### src/rtl/ex_issue_pkg.sv
// Shared types for the EX issue stage: occupancy encodings, the held-op
// record, and the ALU function codes shared with the execute unit.
package ex_issue_pkg;

  localparam int DATA_W = 32;
  localparam int REG_W  = 5;
  localparam int FUNC_W = 6;

  typedef enum logic [1:0] {
    ST_EMPTY = 2'd0,
    ST_ONE   = 2'd1,
    ST_TWO   = 2'd2
  } occ_e;

  // ALU function codes; this stage passes them through untouched.
  localparam logic [FUNC_W-1:0] FUNC_SLL = 6'b000000;
  localparam logic [FUNC_W-1:0] FUNC_SRL = 6'b000010;
  localparam logic [FUNC_W-1:0] FUNC_SRA = 6'b000011;
  localparam logic [FUNC_W-1:0] FUNC_ADD = 6'b100000;
  localparam logic [FUNC_W-1:0] FUNC_SUB = 6'b100010;
  localparam logic [FUNC_W-1:0] FUNC_AND = 6'b100100;
  localparam logic [FUNC_W-1:0] FUNC_OR  = 6'b100101;
  localparam logic [FUNC_W-1:0] FUNC_XOR = 6'b100110;
  localparam logic [FUNC_W-1:0] FUNC_SLT = 6'b101010;

  typedef struct packed {
    logic [DATA_W-1:0] a;
    logic [DATA_W-1:0] b;
    logic [FUNC_W-1:0] func;
    logic [REG_W-1:0]  rs;
    logic [REG_W-1:0]  rt;
    logic [REG_W-1:0]  rd;
    logic [DATA_W-1:0] pc;
  } entry_t;

  // Register zero is hardwired, so a writeback to it never forwards.
  function automatic logic fwd_hit(input logic en,
                                   input logic [REG_W-1:0] fwd_rd,
                                   input logic [REG_W-1:0] src);
    return en && (fwd_rd != '0) && (fwd_rd == src);
  endfunction

  function automatic logic [1:0] occ_count(input occ_e st);
    logic [1:0] cnt;
    cnt = 2'd0;
    case (st)
      ST_ONE:  cnt = 2'd1;
      ST_TWO:  cnt = 2'd2;
      default: cnt = 2'd0;
    endcase
    return cnt;
  endfunction

endpackage

### src/rtl/ex_fwd_mux.sv
// Writeback forwarding for one op record: replaces operand A and/or B with
// the writeback value when the matching source register is being written.
module ex_fwd_mux
  import ex_issue_pkg::*;
(
  input  logic              valid,
  input  logic              fwd_en,
  input  logic [REG_W-1:0]  fwd_rd,
  input  logic [DATA_W-1:0] fwd_data,
  input  entry_t            entry_in,
  output entry_t            entry_out
);

  always_comb begin
    entry_out = entry_in;
    if (fwd_hit(valid && fwd_en, fwd_rd, entry_in.rs)) begin
      entry_out.a = fwd_data;
    end
    if (fwd_hit(valid && fwd_en, fwd_rd, entry_in.rt)) begin
      entry_out.b = fwd_data;
    end
  end

endmodule

### src/rtl/ex_issue_stage.sv
// Two-entry skid buffer between decode and the ALU, with writeback
// forwarding applied both to incoming ops and to ops already held.
module ex_issue_stage
  import ex_issue_pkg::*;
#(
  parameter int DEPTH = 2
) (
  input  logic              clk,
  input  logic              reset,
  input  logic              flush,
  input  logic              in_valid,
  output logic              in_ready,
  input  logic [DATA_W-1:0] in_a,
  input  logic [DATA_W-1:0] in_b,
  input  logic [FUNC_W-1:0] in_func,
  input  logic [REG_W-1:0]  in_rs,
  input  logic [REG_W-1:0]  in_rt,
  input  logic [REG_W-1:0]  in_rd,
  input  logic [DATA_W-1:0] in_pc,
  input  logic              fwd_en,
  input  logic [REG_W-1:0]  fwd_rd,
  input  logic [DATA_W-1:0] fwd_data,
  output logic              out_valid,
  input  logic              out_ready,
  output logic [DATA_W-1:0] out_a,
  output logic [DATA_W-1:0] out_b,
  output logic [FUNC_W-1:0] out_func,
  output logic [REG_W-1:0]  out_rd,
  output logic [DATA_W-1:0] out_pc
);

  occ_e   state;
  entry_t head;
  entry_t skid;
  entry_t in_entry;
  entry_t cap;
  entry_t head_fwd;
  entry_t skid_fwd;
  logic   in_fire;
  logic   out_fire;

  // Handshakes depend on registered occupancy only, never on out_ready.
  assign in_ready  = (int'(occ_count(state)) < DEPTH);
  assign out_valid = (state != ST_EMPTY);
  assign in_fire   = in_valid && in_ready;
  assign out_fire  = out_valid && out_ready;

  assign in_entry = '{a: in_a, b: in_b, func: in_func, rs: in_rs,
                      rt: in_rt, rd: in_rd, pc: in_pc};

  ex_fwd_mux u_fwd_cap (
    .valid     (in_valid),
    .fwd_en    (fwd_en),
    .fwd_rd    (fwd_rd),
    .fwd_data  (fwd_data),
    .entry_in  (in_entry),
    .entry_out (cap)
  );

  ex_fwd_mux u_fwd_head (
    .valid     (state != ST_EMPTY),
    .fwd_en    (fwd_en),
    .fwd_rd    (fwd_rd),
    .fwd_data  (fwd_data),
    .entry_in  (head),
    .entry_out (head_fwd)
  );

  ex_fwd_mux u_fwd_skid (
    .valid     (state == ST_TWO),
    .fwd_en    (fwd_en),
    .fwd_rd    (fwd_rd),
    .fwd_data  (fwd_data),
    .entry_in  (skid),
    .entry_out (skid_fwd)
  );

  // Held entries always reload from their forwarded view so a stalled op
  // picks up a writeback that lands while it waits.
  always_ff @(posedge clk or posedge reset) begin
    if (reset) begin
      state <= ST_EMPTY;
      head  <= '0;
      skid  <= '0;
    end else if (flush) begin
      state <= ST_EMPTY;
    end else begin
      unique case (state)
        ST_EMPTY: begin
          if (in_fire) begin
            head  <= cap;
            state <= ST_ONE;
          end
        end
        ST_ONE: begin
          if (in_fire && out_fire) begin
            head <= cap;
          end else if (in_fire) begin
            head  <= head_fwd;
            skid  <= cap;
            state <= ST_TWO;
          end else if (out_fire) begin
            state <= ST_EMPTY;
          end else begin
            head <= head_fwd;
          end
        end
        ST_TWO: begin
          if (out_fire) begin
            head  <= skid_fwd;
            state <= ST_ONE;
          end else begin
            head <= head_fwd;
            skid <= skid_fwd;
          end
        end
        default: state <= ST_EMPTY;
      endcase
    end
  end

  assign out_a    = head.a;
  assign out_b    = head.b;
  assign out_func = head.func;
  assign out_rd   = head.rd;
  assign out_pc   = head.pc;

endmodule

### config.mk
export PLATFORM = sky130hd
export DESIGN_NAME = ex_issue_stage
export DESIGN_NICKNAME = d
export VERILOG_FILES = /design/src/rtl/ex_issue_pkg.sv /design/src/rtl/ex_fwd_mux.sv /design/src/rtl/ex_issue_stage.sv
export SDC_FILE = /design/constraint.sdc
export NUM_CORES = 1
export LEC_CHECK = 0
export ABC_AREA = 1
export BUFFER_PORTS_ARGS = -buffer_cell sky130_fd_sc_hd__buf_2
export CAP_MARGIN = 20
export CORE_ASPECT_RATIO = 0.9
export CORE_MARGIN = 4
export CORE_UTILIZATION = 34
export DETAILED_ROUTE_END_ITERATION = 6
export PLACE_DENSITY = 0.63
export SETUP_SLACK_MARGIN = 0.02
export SLEW_MARGIN = 20
export SYNTH_ARGS = -nofsm -noshare
export SYNTH_HDL_FRONTEND = slang
export SYNTH_SLANG_ARGS = --single-unit
### constraint.sdc
create_clock -name clk -period 11.25 [get_ports clk]
set_input_delay 1.6875 -clock clk [delete_from_list [all_inputs] [get_ports clk]]
set_output_delay 1.6875 -clock clk [all_outputs]
set_load 0.005 [all_outputs]
==> results of run 1 <==
kinds of logic after synthesis:
kind of cell | after synthesis
simple gates | 1317
buf+inv | 543
flops | 236
compound gates | 199
mux | 44
fa+ha+maj | 5
xor+xnor | 2
flip-flops by register name (all words and copies together) (netlist names):
signal    count
state         2
out_a        32
out_b        32
skid        117
out_pc       32
out_rd        5
out_func      6
head         10
metal layers:
metal | vias up | wire length (um) | global-route usage, %
met5 | - | 171 | 0
met3 | 170 | 7080 | 7.05
met2 | 935 | 26400 | 34.1
li1 | 7702 | - | -
met4 | 26 | 2030 | 7.37
met1 | 7863 | 24300 | 29.6
stage by stage:
stage | setup slack [ns] | cell area, um2 | instances | hold slack [ns] | util, %
2_1_floorplan | 3.09 | 16300 | 2346 | 0.478 | -
3_3_place_gp | 6.51 | 16900 | 2982 | 0.487 | 36.0
3_5_place_dp | 6.39 | 16900 | 2982 | 0.495 | 36.0
4_1_cts | 6.81 | 18000 | 3037 | 0.511 | 38.3
5_1_grt | 6.58 | 18000 | 3039 | 0.520 | 38.4
6_report | 6.76 | 18000 | 3041 | 0.508 | 38.4
where the power goes:
part / internal [W] / switching [W] / total, W
Clock: 0.000649 / 0.000413 / 0.00106
Sequential: 0.00128 / 0.000267 / 0.00154
Combinational: 0.000719 / 0.00132 / 0.00204
Total: 0.00264 / 0.00200 / 0.00464
final cells by class:
class | instances | area, um2 | share of cell area (%)
flip-flops and latches | 236 | 5910 | 32.7
clock buffers | 41 | 863 | 4.78
repair buffers | 294 | 1560 | 8.65
diodes | 3 | 7.51 | 0.0416
clock inverters | 14 | 209 | 1.16
multi-input cells | 1567 | 7710 | 42.7
inverters | 270 | 1020 | 5.66
well taps | 616 | 771 | 4.27
layout by cell type (no fill, tap or decap), types with 2 or more instances in the layout:
cell / n
nand2_2: 3
nor2_2: 5
clkbuf_16: 31
diode_2: 3
nand3_1: 384
buf_4: 24
clkbuf_8: 5
o21ai_1: 72
nor3_4: 2
a221oi_1: 53
dfrtp_1: 236
clkinv_2: 4
bufinv_16: 5
buf_2: 268
nand4_1: 129
clkbuf_1: 5
a21oi_1: 54
o21ai_0: 15
clkinvlp_4: 4
inv_1: 255
xnor2_1: 2
nor2_1: 249
mux2_2: 44
nand2_1: 531
clkinv_1: 2
ha_1: 4
nand3_4: 2
nand3_2: 4
inv_2: 12
nor2_4: 7
final timing paths:
kind / start / to / slack (ns) / depth (start not counted)
hold reg to reg: skid[47]$_DFFE_PP0P_ / skid[47]$_DFFE_PP0P_ / 0.51 / 1
setup reg to reg: state[0]$_DFFE_PP0P_ / skid[72]$_DFFE_PP0P_ / 6.76 / 14
setup / recovery: state[0]$_DFFE_PP0P_ / skid[72]$_DFFE_PP0P_ / 6.76 / 14
hold / removal: skid[47]$_DFFE_PP0P_ / skid[47]$_DFFE_PP0P_ / 0.51 / 1
min in group asynchronous: reset / out_rd[1]$_DFFE_PP0P_ / 1.27 / 2
max in group asynchronous: reset / skid[3]$_DFFE_PP0P_ / 8.50 / 3
worst register-to-register path: stages (launching register included):
cell and delay (ns):
dfrtp_1 0.43, inv_1 0.10, ha_2 0.80, buf_4 0.63
nand2_1 0.12, inv_1 0.07, nand2_1 0.06, inv_2 0.39
buf_4 0.65, nand3_4 0.58, nand2_1 0.25, nand3_1 0.08
nand2_1 0.08, nand2_1 0.06, o21ai_1 0.11
==> run metrics, run 1 <==
Pwr Density 257 nW/um2; H-Tree Depth 1; GR Overflow Total 0; ys flop type dfrtp_1; largest family of logic cells by synthesized area simple AND/OR/NAND/NOR gates; CP endpoint kind flip-flop; Seq/Total Area, Yosys a little over a third; most used cell along the critical path nand2_1; largest area contributor in the netlist dfrtp_1; Area contributors post-synth dfrtp_1, nand2_1, nand3_1; CTS sink count roughly 240; Peak VDD IR approximately 0.16 mV; initial DRC count approximately 1800; Post-synth EDFFs 0; vias per std cell between 5 and 6; final net count 2564; CP cell instances inv_1 -> ha_2 -> buf_4 -> nand2_1 -> inv_1 -> nand2_1 -> inv_2 -> buf_4 -> nand3_4 -> nand2_1 -> nand3_1 -> nand2_1 -> nand2_1 -> o21ai_1; clk slew on worst S/H paths approximately 0.060 ns; port buffer count between 200 and 300; Pre-antenna DRT Iters 6; crit path max fanout 46; crit path time final 4.49 ns; Rel. slew slack roughly a quarter; top-count cell post-synth nand2_1; CTS buffer count 30; Yosys reg bits 236; All-Layer GR Usage approximately 22%; Antenna Nets Post-Route 0; CTS resizes 0; status finished clean; Mapped Cells between 2000 and 2500; die width roughly 240 um; Tcrit/Tclk final between 30% and 40%; final setup TNS 0 ns; Die Ht between 200 and 250 um; filler instances between 4000 and 5000; worst skew pair latency roughly 0.58 ns; mux cell area share after synthesis 3.04%; Post-Synth Adder-Cell Area less than 1%; Startpoint Class flip-flop; WP data required around 12 ns; CP max stage delay about 0.80 ns; Simple-Gate Fraction of Synth Area between 30% and 40%; Synth warnings 0; number of global-route vias before repair ~16000; family with the most delay on the worst path buffers and inverters; routed wire length about 60 mm; Compound-Gate Fraction of Synth Area 7.45%; dpl hpwl 36.9 mm; leakage just over 9 nW; CTS tree yes; Synth top cells by count nand2_1, nand3_1, inv_1, nor2_1, dfrtp_1; Slew Limit Fails 0; drt drc 0; XOR/XNOR Fraction of Synth Area less than 1%; Final Hold Viols 0; deepest clock path buffer count 3; proportion of layout cells with a drive suffix above 1 between 15 and 20%; CTS Hold Bufs 0; final setup fails 0; Worst Setup Path Type flip-flop to flip-flop; Ports between 200 and 300; clock skew 0.0101 ns; root buffer cell clkbuf_16; initial antenna violation count 16; max-cap violations 0; die area between 50000 and 60000 um2; RSZ-0062 raised after global routing false; worst hold path type flip-flop to flip-flop; crit path DAT 4.98 ns; Yosys cell types 32; GPL Wtd Cong roughly 0.84; first-pass GRT wire length just over 90 mm; Mapped Area about 16000 um2; async set-reset flop share out of synthesis 100%; FP Rows 75; worst-margin pin slew around 1.1 ns; number of vias in the routed layout between 15000 and 20000; post-synth top area share 36.2%; slowest CP cell ha_2; pin count of the biggest net entering global routing 107; WL/cell approximately 20 um; Starting Density about a third; WP buf/inv 5; synthesized area per cell between 6 and 7 um2; area grow syn2layout 10.7%; Final Power around 0.0046 W; f_max between 200 and 250 MHz; Post CTS Setup Buffer Count 0; Core Region 47000 um2; syn nets approximately 2500
Power figures use the tool's default switching activity.
==> inputs of run 2 (changes only) <==
--- a/config.mk
+++ b/config.mk
@@ -12,7 +12,7 @@
 export CORE_MARGIN = 4
 export CORE_UTILIZATION = 34
 export DETAILED_ROUTE_END_ITERATION = 6
-export PLACE_DENSITY = 0.63
+export PLACE_DENSITY = 0.65
 export SETUP_SLACK_MARGIN = 0.02
 export SLEW_MARGIN = 20
 export SYNTH_ARGS = -nofsm -noshare
==> constraint.sdc (replaced) <==
create_clock -name clk -period 3.6 [get_ports clk]
set_input_delay 0.54 -clock clk [delete_from_list [all_inputs] [get_ports clk]]
set_output_delay 0.54 -clock clk [all_outputs]
set_load 0.005 [all_outputs]
==> run 2 against run 1 <==
Compared with the run above:
- the run now ends with design-rule violations left
- worst setup slack got worse by 5.9 ns
- flip-flop and latch count unchanged
- hold slack got worse by 0.35 ns
- register-to-register slack worse by 5.9 ns
- non-clock buffer count is 11 higher
- total power rose to 3.1 times the previous value
- sequential share of layout area down 0.075 points
==> run metrics, run 2 (synthesized netlist as in run 1, its figures left out) <==
number of vias in the routed layout 16800; root buffer cell clkbuf_16; port buffer count 268; commonest cells after routing, fill and taps aside nand2_1, nand3_1, buf_2, inv_1, nor2_1; Pre-antenna DRT Iters 7; CP max stage delay a little under 0.7 ns; first-pass GRT wire length slightly above 90 mm; CP cell instances inv_1 -> ha_1 -> inv_2 -> nand2_4 -> o21ai_1 -> nand2_1 -> inv_2 -> nor2_4 -> buf_4 -> nand3_1 -> nand2_1 -> nor2_1 -> nor2_1; flop-to-flop setup slack approximately 0.9 ns; CTS buffer count 29; Die Ht around 220 um; Core Region between 40000 and 50000 um2; number of global-route vias before repair ~16000; CP endpoint kind flip-flop; Power Internal 0.00804 W; Crit Reg-Reg Endpoint out_b[3]$_DFFE_PP0P_; CTS Hold Bufs 0; filler instances ~5000; die area just over 50000 um2; worst hold path type primary input to asynchronous set/reset pin; Peak VDD IR around 0.54 mV; slowest CP cell buf_4; NetSw 0.00621 W; initial antenna violation count 14; FP Rows 75; pin count of the biggest net entering global routing between 100 and 150; final setup TNS 0 ns; crit path DAT 3.19 ns; Worst Setup Path Type flip-flop to flip-flop; Starting Density roughly a third; leakage approximately 9.3 nW; family with the most delay on the worst path buffers and inverters; H-Tree Depth 1; worst-margin pin slew just under 1 ns; Startpoint Class flip-flop; switch share about 44%; RSZ-0062 raised after global routing false; final net count between 2000 and 3000; routed wire length ~60 mm; WL/cell 19.6 um; Rel. slew slack 35.7%; Pwr Density about 800 nW/um2; R2R cell count 13; worst skew pair latency slightly below 0.6 ns; All-Layer GR Usage between 20 and 25%; drt drc 13; WP data required a little over 4 ns; Post CTS Setup Buffer Count 0; reg2reg start state[0]$_DFFE_PP0P_; dpl hpwl roughly 39 mm; Reg with most FFs skid; die width 239 um; Tcrit/Tclk final approximately three quarters; deepest clock path buffer count 3; status finished, violations left; GPL Wtd Cong approximately 0.88; final setup fails 0; clock network power share a little over a fifth; WP buf/inv 4; initial DRC count 1831; vias per std cell 5.50; CTS tree yes; crit path time final between 2 and 3 ns; clk slew on worst S/H paths ~0.070 ns; Slew Limit Fails 0; most common cell after layout, fill and taps aside nand2_1; violated checks design-rule violations; f_max 371 MHz; Logic pwr share ~45%; GR Overflow Total 0; CTS resizes 0; Final Hold Viols 0; crit path max fanout 64; CTS sink count between 200 and 250; max FFs per register around 120; max-cap violations 0; Antenna Nets Post-Route 0; area grow syn2layout 11.0%; Ports approximately 270; clock skew about 0.021 ns; proportion of layout cells with a drive suffix above 1 between 10% and 20%; Final Power around 0.014 W; sequential share of power 33.6%
run 2: metrics by stage:
step / hold WS [ns] / worst slack [ns] / instance area, um2 / utilization [%] / instances
floorplan: 0.478 / -0.0319 / 16300 / - / 2346
detailed placement: 0.492 / 0.944 / 17100 / 36.4 / 2994
global placement: 0.486 / 1.03 / 17100 / 36.4 / 2994
global route: 0.200 / 0.700 / 18100 / 38.5 / 3048
CTS: 0.180 / 0.941 / 18100 / 38.4 / 3047
finish: 0.156 / 0.904 / 18100 / 38.5 / 3051
run 2: worst reg2reg max path, delay by kind of cell (launching register included):
kind                       cells  cell delay, ns
buffers and inverters          4            1.02
and+or+nand+nor                7            0.84
DFF                            1            0.43
adders and majority gates      1            0.20
AOI/OAI and AO/OA              1            0.14
run 2: worst max path at each step:
stage | from | slack [ns] | endpoint | cells after the start
after global routing | state[1]$_DFFE_PP0P_ | 0.70 | out_b[27]$_DFFE_PP0P_ | 13
after detailed placement | state[0]$_DFFE_PP0P_ | 0.94 | skid[6]$_DFFE_PP0P_ | 8
after global placement | state[0]$_DFFE_PP0P_ | 1.03 | skid[0]$_DFFE_PP0P_ | 8
final | state[0]$_DFFE_PP0P_ | 0.90 | out_b[3]$_DFFE_PP0P_ | 13
after floorplan | reset | -0.03 | head[37]$_DFFE_PP0P_ | 1
after CTS | state[0]$_DFFE_PP0P_ | 0.94 | skid[6]$_DFFE_PP0P_ | 8
run 2: layout make-up:
class	instances	area, um2	share of cell area, %
antenna	4	10.0	0.0553
clock inverter	14	135	0.747
timing repair buffer	305	1710	9.44
clock buffer	39	833	4.61
multi-input combinational	1567	7710	42.6
inverter	270	1020	5.62
sequential	236	5910	32.7
tap	616	771	4.26
run 2: power by group through the flow:
stage | Sequential (W) | Combinational, W | Clock [W]
floorplan | 0.00456 | 0.00524 | 0
global placement | 0.00475 | 0.00623 | 0
detailed placement | 0.00480 | 0.00637 | 0
CTS | 0.00477 | 0.00640 | 0.00309
global route | 0.00494 | 0.00719 | 0.00320
finish | 0.00479 | 0.00643 | 0.00303
run 2: metal layers:
metal / vias up / routed length (um) / track usage [%]
met5: - / 106 / 0
met4: 20 / 2520 / 8.76
met3: 165 / 7280 / 7.20
met2: 970 / 26000 / 33.8
met1: 7913 / 24000 / 29.3
li1: 7724 / - / -
==> inputs of run 3 (changes only) <==
--- a/config.mk
+++ b/config.mk
@@ -5,14 +5,14 @@
 export SDC_FILE = /design/constraint.sdc
 export NUM_CORES = 1
 export LEC_CHECK = 0
-export ABC_AREA = 1
+export ABC_AREA = 0
 export BUFFER_PORTS_ARGS = -buffer_cell sky130_fd_sc_hd__buf_2
 export CAP_MARGIN = 20
 export CORE_ASPECT_RATIO = 0.9
 export CORE_MARGIN = 4
 export CORE_UTILIZATION = 34
 export DETAILED_ROUTE_END_ITERATION = 6
-export PLACE_DENSITY = 0.65
+export PLACE_DENSITY = 0.64
 export SETUP_SLACK_MARGIN = 0.02
 export SLEW_MARGIN = 20
 export SYNTH_ARGS = -nofsm -noshare
==> constraint.sdc (replaced) <==
create_clock -name clk -period 2.6 [get_ports clk]
set_input_delay 0.39 -clock clk [delete_from_list [all_inputs] [get_ports clk]]
set_output_delay 0.39 -clock clk [all_outputs]
set_load 0.005 [all_outputs]
==> run 3 against run 2 <==
Compared with the run above:
- clock skew down 0.0040 ns
- global-route usage down 3.4 points
- sequential power up 32%
- final area down 18%
- clock power up 37%
- the run now ends clean
- hold slack worse by 0.065 ns
- clock-buffer cell count up 2
- wire length down 36%
- final cell count down 40%
- synthesized area down 24%
- flip-flop and latch count unchanged
- critical path depth down 6
- largest cell class is now flip-flops and latches
==> run metrics, run 3 <==
status finished clean; hold endpoint skid[33]$_DFFE_PP0P_; fin area 14900 um2; Worst Setup Path Type flip-flop to flip-flop; worst-margin pin slew between 1 and 1.5 ns; R2R cell count 7; root buffer cell clkbuf_16; Synth warnings 0; Mapped Cells between 1000 and 1500; dpl hpwl roughly 25 mm; largest family of logic cells by synthesized area compound AO/OA/AOI/OAI gates; first-pass GRT wire length just over 60 mm; commonest cells after routing, fill and taps aside buf_2, dfrtp_1, nand2_1, mux2i_1, o21ai_0; initial antenna violation count 9; initial DRC count approximately 620; Compound-Gate Fraction of Synth Area between 20% and 30%; Peak VDD IR between 0.6 and 0.7 mV; CP max stage delay about 0.54 ns; GR Overflow Total 0; Synth top cells by count dfrtp_1, buf_4, nand2_1, clkbuf_1, mux2i_1; Simple-Gate Fraction of Synth Area 7.82%; area grow syn2layout 19.6%; vias per std cell 5.41; post-synth top area share between 40% and 50%; flop-to-flop setup slack about 0.19 ns; Starting Density about 34%; Antenna Nets Post-Route 0; Post-Synth Adder-Cell Area less than 1%; WP data required 3.08 ns; crit path DAT approximately 2.9 ns; RSZ-0062 raised after global routing false; FP Rows between 60 and 70; largest area contributor in the netlist dfrtp_1; worst skew pair latency about 0.55 ns; worst hold margin 0.0909 ns; Area contributors post-synth dfrtp_1, buf_4, mux2i_1; GPL Wtd Cong between 0.8 and 0.9; CP cell instances xor2_1 -> nor4_1 -> buf_4 -> and4_1 -> a22oi_2 -> nor2_4 -> a221o_1; Pwr Density 1010 nW/um2; syn nets 1358; max FFs per register about 120; CTS sink count between 200 and 250; Reg with most FFs skid; max-cap violations 0; most common cell after layout, fill and taps aside buf_2; non-filler cells in the finished layout ~1800; clk slew on worst S/H paths ~0.060 ns; deepest clock path buffer count 3; pin count of the biggest net entering global routing 107; mux cell area share after synthesis between 10% and 20%; routed wire length between 30 and 40 mm; WP buf/inv 1; Mapped Area ~12000 um2; Seq/Total Area, Yosys 47.5%; leakage approximately 6.5 nW; Ports between 200 and 300; Final Hold Viols 0; Post-synth EDFFs 0; final net count between 1500 and 2000; CTS tree yes; fin util between 40% and 50%; async set-reset flop share out of synthesis 100%; reg2reg start head[43]$_DFFE_PP0P_; crit path max fanout 22; synthesized area per cell 10.4 um2; Crit Reg-Reg Endpoint out_a[20]$_DFFE_PP0P_; Rel. slew slack approximately a third; Tcrit/Tclk final a little over 90%; Die Ht 189 um; die area roughly 40000 um2; drt drc 0; top-count cell post-synth dfrtp_1; Final Power around 0.015 W; Yosys cell types 43; Core Region about 36000 um2; hold depth 2; proportion of layout cells with a drive suffix above 1 between 30% and 40%; Pre-antenna DRT Iters 5; worst hold path type primary input to flip-flop; number of vias in the routed layout approximately 10000; Startpoint Class flip-flop; slowest CP cell nor2_4; crit path time final between 2 and 2.5 ns; WL/cell just over 20 um; Yosys reg bits around 240; final setup fails 0; H-Tree Depth 1; number of global-route vias before repair 10500; hold path start in_rd[1]; Slew Limit Fails 0; XOR/XNOR Fraction of Synth Area between 2 and 2.5%; dpl cell area between 10000 and 15000 um2; die width between 200 and 250 um; CTS buffer count 28; clock skew around 0.018 ns; dpl cells 1788; All-Layer GR Usage around a fifth; f_max ~410 MHz; ys flop type dfrtp_1; CP endpoint kind flip-flop; family with the most delay on the worst path simple AND/OR/NAND/NOR gates; port buffer count 268
-- run 3: cell families after synthesis --
| family | Yosys count |
|---|---|
| fa+ha+maj | 5 |
| simple gates | 204 |
| buf+inv | 221 |
| mux | 120 |
| xor+xnor | 30 |
| compound gates | 377 |
| flops | 236 |
-- run 3: metrics by stage --
step | worst slack (ns) | setup TNS [ns]
4_1_cts | 0.0983 | 0
3_3_place_gp | -0.331 | -10.05
6_report | 0.190 | 0
3_5_place_dp | -0.142 | -5.36
5_1_grt | 0.0287 | 0
2_1_floorplan | -0.882 | -208.12
-- run 3: power breakdown --
group / total, W / internal, W / leakage (nW) / switching [W]
Sequential: 0.00633 / 0.00536 / 2.86 / 0.000966
Combinational: 0.00452 / 0.00226 / 3.19 / 0.00225
Clock: 0.00415 / 0.00256 / 0.469 / 0.00159
-- run 3: worst max path at each step --
stage,from,end,slack (ns),cells after the start
global route,state[0]$_DFFE_PP0P_,skid[104]$_DFFE_PP0P_,0.03,10
floorplan,reset,head[37]$_DFFE_PP0P_,-0.88,1
finish,head[43]$_DFFE_PP0P_,out_a[20]$_DFFE_PP0P_,0.19,7
global placement,fwd_rd[3],out_a[25]$_DFFE_PP0P_,-0.33,8
detailed placement,fwd_rd[1],out_b[11]$_DFFE_PP0P_,-0.14,9
CTS,state[0]$_DFFE_PP0P_,out_a[20]$_DFFE_PP0P_,0.1,7
-- run 3: what timing repair did --
action / CTS / global route
hold endpoints to repair: 12 / 0
setup endpoints to repair: 19 / 49
resized for setup: 1 / 3
buffers inserted: 0 / 0
hold buffers: 1 / 0
pin swaps: 0 / 0
-- run 3: layer usage --
metal	part of all wire [%]	track usage (%)	up-vias
met4	1.9	3.76	14
met2	46	30.4	430
met3	8.4	5.25	61
li1	-	-	4577
met5	0.25	0	-
met1	44	25.6	4893
-- run 3: cell type report --
class / count / area [um2]
fillers: 3517 / 21200
flip-flops and latches: 236 / 5910
multi-input cells: 736 / 5320
repair buffers: 324 / 2000
clock buffers: 41 / 811
well taps: 476 / 596
clock inverters: 11 / 166
inverters: 17 / 67.6
diodes: 2 / 5.00
-- run 3: worst register-to-register path: stages, from the launching register on --
cell and delay [ns]:
dfrtp_1 0.40, xor2_1 0.15, nor4_1 0.44, buf_4 0.18, and4_1 0.24, a22oi_2 0.10
nor2_4 0.54, a221o_1 0.30
